[src/rtl/board_led_scan.sv]
// Row-multiplexed driver for a 3x3 bicolour LED board (red = player 1, green = player 2).
// Scans one row per SCAN_DIV cycles and blinks the winning cells once a result exists.
module board_led_scan #(
   parameter int unsigned SCAN_DIV   = 50000,
   parameter int unsigned BLINK_ROWS = 64
) (
   input  logic       clk,
   input  logic       reset,
   input  logic [1:0] pos1,
   input  logic [1:0] pos2,
   input  logic [1:0] pos3,
   input  logic [1:0] pos4,
   input  logic [1:0] pos5,
   input  logic [1:0] pos6,
   input  logic [1:0] pos7,
   input  logic [1:0] pos8,
   input  logic [1:0] pos9,
   input  logic [1:0] win,
   output logic [2:0] row_sel,
   output logic [2:0] red_col,
   output logic [2:0] grn_col,
   output logic       frame_tick
);

   localparam int unsigned DivW = $clog2(SCAN_DIV);
   localparam int unsigned BlkW = (BLINK_ROWS > 1) ? $clog2(BLINK_ROWS) : 1;
   localparam logic [DivW-1:0] DivLast = DivW'(SCAN_DIV - 1);
   localparam logic [BlkW-1:0] BlkLast = BlkW'(BLINK_ROWS - 1);

   logic [DivW-1:0] div_q, div_d;
   logic [1:0]      row_q, row_d;
   logic [BlkW-1:0] blink_cnt_q, blink_cnt_d;
   logic            blink_on_q, blink_on_d;
   logic            wrap_q, wrap_d;
   logic [2:0]      row_sel_q, row_sel_d;
   logic [2:0]      red_q, red_d;
   logic [2:0]      grn_q, grn_d;
   logic            tick_q, tick_d;

   logic            advance;
   logic [1:0]      row_cells [3];
   logic            hide;

   always_comb begin : scan_next
      advance = (div_q == DivLast);
      div_d   = advance ? '0 : div_q + 1'b1;
      row_d   = row_q;
      wrap_d  = 1'b0;
      if (advance) begin
         if (row_q == 2'd2) begin
            row_d  = 2'd0;
            wrap_d = 1'b1;
         end else begin
            row_d = row_q + 2'd1;
         end
      end
   end

   always_comb begin : blink_next
      blink_cnt_d = blink_cnt_q;
      blink_on_d  = blink_on_q;
      if (win == 2'b00) begin
         blink_cnt_d = '0;
         blink_on_d  = 1'b1;
      end else if (advance) begin
         if (blink_cnt_q == BlkLast) begin
            blink_cnt_d = '0;
            blink_on_d  = ~blink_on_q;
         end else begin
            blink_cnt_d = blink_cnt_q + 1'b1;
         end
      end
   end

   always_comb begin : out_next
      case (row_q)
         2'd0: begin
            row_cells = '{pos1, pos2, pos3};
            row_sel_d = 3'b001;
         end
         2'd1: begin
            row_cells = '{pos4, pos5, pos6};
            row_sel_d = 3'b010;
         end
         default: begin
            row_cells = '{pos7, pos8, pos9};
            row_sel_d = 3'b100;
         end
      endcase

      // Invalid cells (11) never match 01/10, so they stay dark in every case.
      hide  = 1'b0;
      red_d = 3'b000;
      grn_d = 3'b000;
      for (int c = 0; c < 3; c++) begin
         hide     = ~blink_on_q &
                    ((win == 2'b11) | ((win != 2'b00) & (row_cells[c] == win)));
         red_d[c] = (row_cells[c] == 2'b01) & ~hide;
         grn_d[c] = (row_cells[c] == 2'b10) & ~hide;
      end

      // Delayed one extra cycle so the tick lines up with row_sel returning to row 0.
      tick_d = wrap_q;
   end

   always_ff @(posedge clk) begin
      if (reset) begin
         div_q       <= '0;
         row_q       <= 2'd0;
         blink_cnt_q <= '0;
         blink_on_q  <= 1'b1;
         wrap_q      <= 1'b0;
         row_sel_q   <= 3'b000;
         red_q       <= 3'b000;
         grn_q       <= 3'b000;
         tick_q      <= 1'b0;
      end else begin
         div_q       <= div_d;
         row_q       <= row_d;
         blink_cnt_q <= blink_cnt_d;
         blink_on_q  <= blink_on_d;
         wrap_q      <= wrap_d;
         row_sel_q   <= row_sel_d;
         red_q       <= red_d;
         grn_q       <= grn_d;
         tick_q      <= tick_d;
      end
   end

   assign row_sel    = row_sel_q;
   assign red_col    = red_q;
   assign grn_col    = grn_q;
   assign frame_tick = tick_q;

endmodule
[config.mk]
export PLATFORM = sky130hd
export DESIGN_NAME = board_led_scan
export DESIGN_NICKNAME = d
export VERILOG_FILES = /design/src/rtl/board_led_scan.sv
export SDC_FILE = /design/constraint.sdc
export NUM_CORES = 1
export LEC_CHECK = 0
export CAP_MARGIN = 20
export CORE_MARGIN = 4
export CORE_UTILIZATION = 45
export CTS_CLUSTER_SIZE = 24
export DETAILED_ROUTE_END_ITERATION = 12
export GPL_ROUTABILITY_DRIVEN = 0
export PLACE_DENSITY = 0.76
export RECOVER_POWER = 100
export SETUP_SLACK_MARGIN = 0.15
export SLEW_MARGIN = 20
export SYNTH_ARGS = -nofsm -noshare
export SYNTH_HDL_FRONTEND = slang
export SYNTH_SLANG_ARGS = --single-unit
[constraint.sdc]
create_clock -name clk -period 2.15 [get_ports clk]
set_input_delay 0.43 -clock clk [delete_from_list [all_inputs] [get_ports clk]]
set_output_delay 0.43 -clock clk [all_outputs]
set_load 0.05 [all_outputs]
==> reports/summary.log, run 1 <==
[route] drt total wl 3.489 mm
[synthesis] share of the synthesized area in the top cell type 44.93%
[clocking] number of hold-repair buffers added at the cts stage 0
[floorplanning] num ports 32
[synthesis] fraction of registers with async set/reset 0%
[sta] fin. max-slew vios 0
[worst_setup_path] Setup crit start kind flop
[grt] global-route layer with the greatest usage met2
[grt] total global-route track usage 16.19%
[synthesis] most frequently used flop master after synthesis sky130_fd_sc_hd__dfxtp_1
[floorplanning] Initial Utilization 47.32%
[grt] wire length of the first global-routing pass 5.561 mm
[route] DR vias 1433
[synthesis] area fraction in compound gates after synthesis 11.15%
[finish] count of non-filler cells in the finished layout 269
[synthesis] share of synthesized cell area in and, or, nand and nor gates 27.61%
[grt] GR Layer Usage met3 6.822%
[finish] antenna fix cells 0
[sta] RSZ-0062 raised after global routing yes
[synthesis] most frequently used cell type in the post-synthesis netlist sky130_fd_sc_hd__dfxtp_1
[placement] detailed placement HPWL 2.491 mm
[route] TritonRoute pass-1 iters 4
[synthesis] top cells by count, synth sky130_fd_sc_hd__dfxtp_1 (36), sky130_fd_sc_hd__nor2_1 (25), sky130_fd_sc_hd__xnor2_1 (13), sky130_fd_sc_hd__a21oi_1 (11), sky130_fd_sc_hd__nand2_1 (10)
[clocking] clock sink total 36
[synthesis] net count after synthesis 205
[worst_setup_path] classification of the worst setup path reg2reg
[worst_setup_path] CP arrival 2.23 ns
[synthesis] Yosys reg bits 36
[clocking] CTS Root Buffer Type sky130_fd_sc_hd__clkbuf_4
[synthesis] count of distinct cell types in the synthesized netlist 38
[synthesis] Ys Warns 0
[clocking] CTS tree done
[worst_hold_path] type of the tightest min-delay check reg2reg
[synthesis] post-synthesis adder-cell area fraction 1.560%
[worst_setup_path] Worst Path Max Fanout 8
[sta] count of final setup violators 0
[synthesis] instance count of the mapped netlist 181
[worst_setup_path] critical path, cell by cell or4b_4, or4_4, clkbuf_4, o21ai_2, buf_6, nor2_1
[grt] initial antenna violation count 0
[sta] post-layout minimum cycle time 1.999 ns
[power_and_ir_drop] cell leakage power 0.0007485 µW
[run_status] status complete, no violations
[worst_setup_path] worst reg-to-reg setup slack 0.15 ns
[worst_setup_path] cell with the biggest individual delay on the critical path sky130_fd_sc_hd__or4b_4
[synthesis] area share of xor/xnor cells in the synthesized design 7.644%
[worst_setup_path] critical path's largest stage delay 0.54 ns
[sta] transition at the pin with the smallest max-transition slack 0.6326 ns
[worst_setup_path] number of buffers and inverters on the critical path 2
[worst_setup_path] kind of capture point of the worst setup path flop
[finish] post-synthesis to final-layout area growth 31.12%
[floorplanning] x dimension of the die 67.71 µm
[route] Vias/cell 5.327
[route] number of nets with antenna violations after detailed routing 0
[grt] via count of the first global-routing pass 1342
[sta] final critical-path share of the clock period 92.96%
[clocking] number of buffers on the longest clock path 2
[clocking] clock buffer count from CTS 5
[synthesis] number of enable-type register cells in the synthesized netlist 0
[sta] f_max 500.3 MHz
[power_and_ir_drop] IR Drop Worst-Case VDD 0.0003300 V
[floorplanning] area of the core region 0.003390 mm²
[synthesis] syn_area_per_cell 8.862 µm²
[floorplanning] site row count 21
[route] total DRC errors in the routed layout 0
[worst_setup_path] required time of the critical path 2.38 ns
[synthesis] biggest area contributors in the synthesized netlist sky130_fd_sc_hd__dfxtp_1 (45%), sky130_fd_sc_hd__xnor2_1 (7.1%), sky130_fd_sc_hd__nor2_1 (5.9%), sky130_fd_sc_hd__mux2i_1 (3.7%), sky130_fd_sc_hd__a21oi_1 (3.4%)
[grt] remaining global-route overflow 0
[clocking] Worst-path clk slew 0.10 ns
[grt] pin count of the biggest net entering global routing 16
[grt] GR Layer Usage met1 16.84%
[route] Starting DRT DRC Count 101
[route] wire per inst 12.97 µm
[synthesis] share of synthesized area occupied by flip-flops and latches 44.93%
[sta] slew margin rel. 57.38%
[floorplanning] vertical die dimension 67.71 µm
[sta] final count of hold timing violations 0
[worst_setup_path] Crit path max-delay family simple AND/OR/NAND/NOR gates
[flow_run] max capacitance violation total 0
[power_and_ir_drop] Pwr per Cell Area 594.0 mW/mm²
[sta] Post-Route Skew 0.01428 ns
[clocking] latest clock arrival within the worst-skew pair 0.34 ns
[synthesis] cell type with the highest aggregate area in the netlist sky130_fd_sc_hd__dfxtp_1
[synthesis] multiplexer fraction of the synthesized cell area 3.744%
[clocking] H-tree levels 2
[floorplanning] area enclosed by the die boundary 0.004584 mm²
[finish] Post-layout nets 246
[grt] GR Util met2 27.95%
[placement] Cell Count Post-Placement 255
[synthesis] combinational family with the most area after synthesis simple AND/OR/NAND/NOR gates
[sta] total negative slack for setup checks 0 ns
[synthesis] synthesized area 0.001604 mm²
[finish] proportion of layout cells with a drive suffix above 1 11.21%
[placement] input/output buffers 31
[through the flow]
stage	total power, µW	area, µm²	worst slack [ns]	util [%]	hold WS, ns
after floorplan	746.3	1612	0.1613	-	0.4138
after global placement	805.3	1971	0.1081	58.14	0.4257
after detailed placement	806.9	1971	0.08018	58.14	0.4227
after CTS	1267	2093	0.1167	61.76	0.4451
after global routing	1300	2103	0.06850	62.05	0.4778
final	1249	2103	0.1513	62.05	0.4423
[worst register-to-register path, stage by stage, from the launching register on]
cell	delay [ns]
sky130_fd_sc_hd__dfxtp_1	0.32
sky130_fd_sc_hd__or4b_4	0.54
sky130_fd_sc_hd__or4_4	0.48
sky130_fd_sc_hd__clkbuf_4	0.16
sky130_fd_sc_hd__o21ai_2	0.17
sky130_fd_sc_hd__buf_6	0.17
sky130_fd_sc_hd__nor2_1	0.05
[sequential cells by signal, summed over array words and instances, names as in the netlist]
register	cells
blink_cnt_q	6
grn_col	3
div_q	16
frame_tick	1
tick_d	1
blink_on_q	1
red_col	3
row_sel	3
row_q	2
[cells by family after synthesis]
logic type / count (synthesis)
compound gates: 29
xor+xnor: 14
fa+ha+maj: 2
buf+inv: 12
flops: 36
mux: 6
simple gates: 82
[layer usage]
layer	vias to the layer above	share of wire (%)	routed length (µm)
met5	-	0	0
met4	0	1.5	54
met3	6	11	370
met2	54	46	1602
met1	647	42	1462
li1	726	-	-
[cell type report]
cell class / instances / area (µm²)
fill: 290 / 1286
multi-input combinational: 133 / 839.6
sequential: 36 / 725.7
timing repair buffer: 40 / 381.6
tap: 46 / 57.56
clock buffer: 6 / 41.29
clock inverter: 2 / 35.03
inverter: 6 / 22.52
[worst paths after layout]
kind | to | from | cells after the start
setup / recovery | div_q[2]$_SDFF_PP0_ | div_q[13]$_SDFF_PP0_ | 6
hold / removal | frame_tick$_SDFF_PP0_ | tick_d$_SDFF_PP0_ | 1
setup reg to reg | div_q[2]$_SDFF_PP0_ | div_q[13]$_SDFF_PP0_ | 6
hold reg to reg | frame_tick$_SDFF_PP0_ | tick_d$_SDFF_PP0_ | 1
[layout by cell type (no fill, tap or decap), types with 3 or more instances in the layout]
cell                              count
sky130_fd_sc_hd__o31ai_1              3
sky130_fd_sc_hd__inv_1                6
sky130_fd_sc_hd__nand2_1             10
sky130_fd_sc_hd__and3_1               4
sky130_fd_sc_hd__clkdlybuf4s50_1     20
sky130_fd_sc_hd__or4_1                3
sky130_fd_sc_hd__o21ai_0              6
sky130_fd_sc_hd__mux2i_1              6
sky130_fd_sc_hd__xnor2_1             13
sky130_fd_sc_hd__clkbuf_1             3
sky130_fd_sc_hd__nand3_1              8
sky130_fd_sc_hd__dlygate4sd3_1       11
sky130_fd_sc_hd__a21oi_1             11
sky130_fd_sc_hd__dfxtp_2              4
sky130_fd_sc_hd__nand4_1              4
sky130_fd_sc_hd__nor3b_1              7
sky130_fd_sc_hd__nor4_1               4
sky130_fd_sc_hd__dfxtp_1             32
sky130_fd_sc_hd__clkbuf_4             7
sky130_fd_sc_hd__buf_6                3
sky130_fd_sc_hd__nor3_1               6
sky130_fd_sc_hd__nor2_1              25
[report_power, final]
part	switching, µW	total (µW)	internal (µW)
logic	51.5	110	58.1
registers	5.64	682	677
clock network	214	457	244
[what timing repair did]
| action | 4_1_cts | 5_1_grt |
|---|---|---|
| cloned | 0 | 1 |
| setup buffers | 5 | 0 |
| gates resized for setup | 6 | 7 |
| pin swaps | 3 | 1 |
| endpoints found under the setup margin | 3 | 22 |
Note: power is estimated with default switching activity, not from simulation.
==> run 2, diff against run 1 <==
CTS_CLUSTER_SIZE = 10   (was 24)
SETUP_SLACK_MARGIN = 0.1   (was 0.15)
==> run 2 against run 1 <==
  * Largest cell class unchanged
  * Utilization is 0.63 points lower
  * Critical endpoint is now div_q[12]$_SDFF_PP0_
  * Clock skew down 0.0075 ns
  * Fmax decreased by 3.5%
==> reports/summary.log, run 2 (synthesized netlist as in run 1, its figures left out) <==
[sta] fin. max-slew vios 0 [unchanged]
[power_and_ir_drop] IR Drop Worst-Case VDD 0.0003711 V [+12%]
[worst_setup_path] worst reg-to-reg setup slack 0.08 ns [-0.07 ns]
[sta] count of final setup violators 0 [unchanged]
[worst_setup_path] required time of the critical path 2.38 ns [about the same]
[worst_setup_path] critical path's largest stage delay 0.57 ns [+0.03 ns]
[clocking] CTS tree done
[finish] post-synthesis to final-layout area growth 29.80%
[placement] input/output buffers 31 [unchanged]
[sta] final count of hold timing violations 0 [unchanged]
[worst_setup_path] Worst Path Max Fanout 14 [+6]
[worst_hold_path] number of stages on the worst hold path 1 [unchanged]
[route] drt total wl 3.575 mm [+2.5%]
[worst_setup_path] Crit path max-delay family simple AND/OR/NAND/NOR gates
[floorplanning] site row count 21 [unchanged]
[power_and_ir_drop] cell leakage power 0.0007436 µW [-0.65%]
[sta] f_max 482.8 MHz [-3.5%]
[sta] final critical-path share of the clock period 96.33% [+3.4 points]
[worst_setup_path] CP arrival 2.31 ns [+0.08 ns]
[finish] commonest cells after routing, fill and taps aside sky130_fd_sc_hd__dfxtp_1 (34), sky130_fd_sc_hd__nor2_1 (25), sky130_fd_sc_hd__clkdlybuf4s50_1 (20)
[floorplanning] area of the core region 0.003390 mm² [unchanged]
[grt] initial antenna violation count 0 [unchanged]
[flow_run] max capacitance violation total 0 [unchanged]
[floorplanning] x dimension of the die 67.71 µm [unchanged]
[worst_setup_path] cell depth of the worst flop-to-flop path 6 [unchanged]
[finish] biggest registers after layout div_q x16, blink_cnt_q x6
[finish] max FFs per register 16 [unchanged]
[worst_setup_path] cell with the biggest individual delay on the critical path sky130_fd_sc_hd__or4_4
[sta] Post-Route Skew 0.006789 ns [-0.007487 ns]
[worst_setup_path] classification of the worst setup path reg2reg
[worst_setup_path] kind of capture point of the worst setup path flop
[route] number of nets with antenna violations after detailed routing 0 [unchanged]
[route] Vias/cell 5.262 [-1.2%]
[clocking] number of buffers on the longest clock path 2 [unchanged]
[clocking] latest clock arrival within the worst-skew pair 0.34 ns [about the same]
[route] wire per inst 13.39 µm [+3.2%]
[finish] commonest non-fill, non-tap cell in the layout sky130_fd_sc_hd__dfxtp_1
[clocking] Worst-path clk slew 0.11 ns [about the same]
[worst_setup_path] number of buffers and inverters on the critical path 2 [unchanged]
[run_status] status complete, no violations
[floorplanning] area enclosed by the die boundary 0.004584 mm² [unchanged]
[grt] remaining global-route overflow 0 [unchanged]
[finish] proportion of layout cells with a drive suffix above 1 9.050% [-2.2 points]
[route] DR vias 1405 [-2.0%]
[grt] total global-route track usage 17.15% [+0.97 points]
[placement] detailed placement HPWL 2.464 mm [-1.1%]
[sta] transition at the pin with the smallest max-transition slack 0.6096 ns [-0.02296 ns]
[worst_setup_path] critical path depth in cells 6 [unchanged]
[sta] total negative slack for setup checks 0 ns [unchanged]
[clocking] H-tree levels 2 [unchanged]
[clocking] CTS Root Buffer Type sky130_fd_sc_hd__clkbuf_4
[worst_hold_path] type of the tightest min-delay check reg2reg
[clocking] clock sink total 36 [unchanged]
[clocking] number of hold-repair buffers added at the cts stage 0 [unchanged]
[route] total DRC errors in the routed layout 0 [unchanged]
[finish] final core utilization 61.42% [-0.63 points]
[finish] Biggest register div_q
[worst_setup_path] Setup crit start kind flop
[sta] post-layout minimum cycle time 2.071 ns [+0.07241 ns]
[floorplanning] num ports 32 [unchanged]
[finish] total of fill cells in the finished design 299 [+3.1%]
[sta] RSZ-0062 raised after global routing yes
[sta] slew margin rel. 58.93% [+1.5 points]
[power_and_ir_drop] Pwr per Cell Area 602.8 mW/mm² [+1.5%]
[worst_setup_path] critical path, cell by cell or4b_4, or4_4, clkbuf_2, o21ai_4, buf_12, nor2_1
[route] TritonRoute pass-1 iters 4 [unchanged]
[finish] antenna fix cells 0 [unchanged]
[clocking] clock buffer count from CTS 5 [unchanged]
[grt] via count of the first global-routing pass 1313 [-2.2%]
[route] Starting DRT DRC Count 42 [-58%]
[floorplanning] Initial Utilization 47.32% [unchanged]
[finish] Post-layout nets 244 [-0.81%]
[grt] pin count of the biggest net entering global routing 16 [unchanged]
[grt] wire length of the first global-routing pass 5.844 mm [+5.1%]
[floorplanning] vertical die dimension 67.71 µm [unchanged]
==> run 2: cell types whose count changed in the layout (fill, tap and decap cells not counted), sizes merged <==
cell / before / now
buf: 5 / 3
==> run 2: cell type report <==
class / instances / area, µm² / area share (%)
multi-input cells: 133 / 835.8 / 40.14
flip-flops and latches: 36 / 725.7 / 34.86
well taps: 46 / 57.56 / 2.764
clock inverters: 2 / 35.03 / 1.683
inverters: 6 / 22.52 / 1.082
clock buffers: 6 / 41.29 / 1.983
repair buffers: 38 / 364.1 / 17.49
==> run 2: path summary, 6_finish.rpt <==
kind / endpoint / from
max: div_q[12]$_SDFF_PP0_ / div_q[12]$_SDFF_PP0_
min: frame_tick$_SDFF_PP0_ / tick_d$_SDFF_PP0_
max reg2reg: div_q[12]$_SDFF_PP0_ / div_q[12]$_SDFF_PP0_
min reg2reg: frame_tick$_SDFF_PP0_ / tick_d$_SDFF_PP0_
==> run 2: where the power goes <==
group          internal [µW]  leakage (µW)  switching, µW
clock                    244     0.0000422            222
sequential               675      0.000293           5.53
combinational           58.2      0.000408           50.3
==> run 2: repair_timing <==
item,CTS,global route
endpoints found under the hold margin,0,0
endpoints found under the setup margin,1,19
buffers inserted,4,0
gates resized for setup,2,4
pin swaps,3,1
==> run 2: per-stage QoR <==
step	hold WS, ns	cell area [µm²]	power, µW	instances	setup slack [ns]
after detailed placement	0.4379	1983	808.7	255	0.07739
after floorplan	0.4138	1612	746.3	181	0.1480
final	0.4521	2082	1255	267	0.07892
after CTS	0.4594	2090	1270	267	0.05718
after global placement	0.4382	1983	807.7	255	0.1040
after global routing	0.4821	2082	1311	267	0.01687
==> run 2: worst reg2reg max path: stages (launching register included) <==
cell	delay (ns)
sky130_fd_sc_hd__dfxtp_4	0.36
sky130_fd_sc_hd__or4b_4	0.51
sky130_fd_sc_hd__or4_4	0.57
sky130_fd_sc_hd__clkbuf_2	0.16
sky130_fd_sc_hd__o21ai_4	0.16
sky130_fd_sc_hd__buf_12	0.16
sky130_fd_sc_hd__nor2_1	0.06
==> run 2: routing by layer <==
layer / wire, µm / global-route usage [%] / part of all wire, % / vias to the layer above
met1: 1534 / 19.37 / 43 / 622
met3: 349 / 5.491 / 9.8 / 9
met5: 0 / 0 / 0 / -
li1: - / - / - / 723
met2: 1586 / 27.95 / 44 / 51
met4: 105 / 10.38 / 2.9 / 0
==> run 3, diff against run 2 <==
--- a/constraint.sdc
+++ b/constraint.sdc
@@ -3,2 +3,2 @@
 set_output_delay 0.43 -clock clk [all_outputs]
-set_load 0.05 [all_outputs]
+set_load 0.005 [all_outputs]
==> results of run 3 <==
Same layout as run 2 (identical final DEF). Status: complete, no violations.
Main changes from that run: total power 1255 µW -> 1236 µW; worst IR drop on VDD 0.0003711 V -> 0.0003704 V
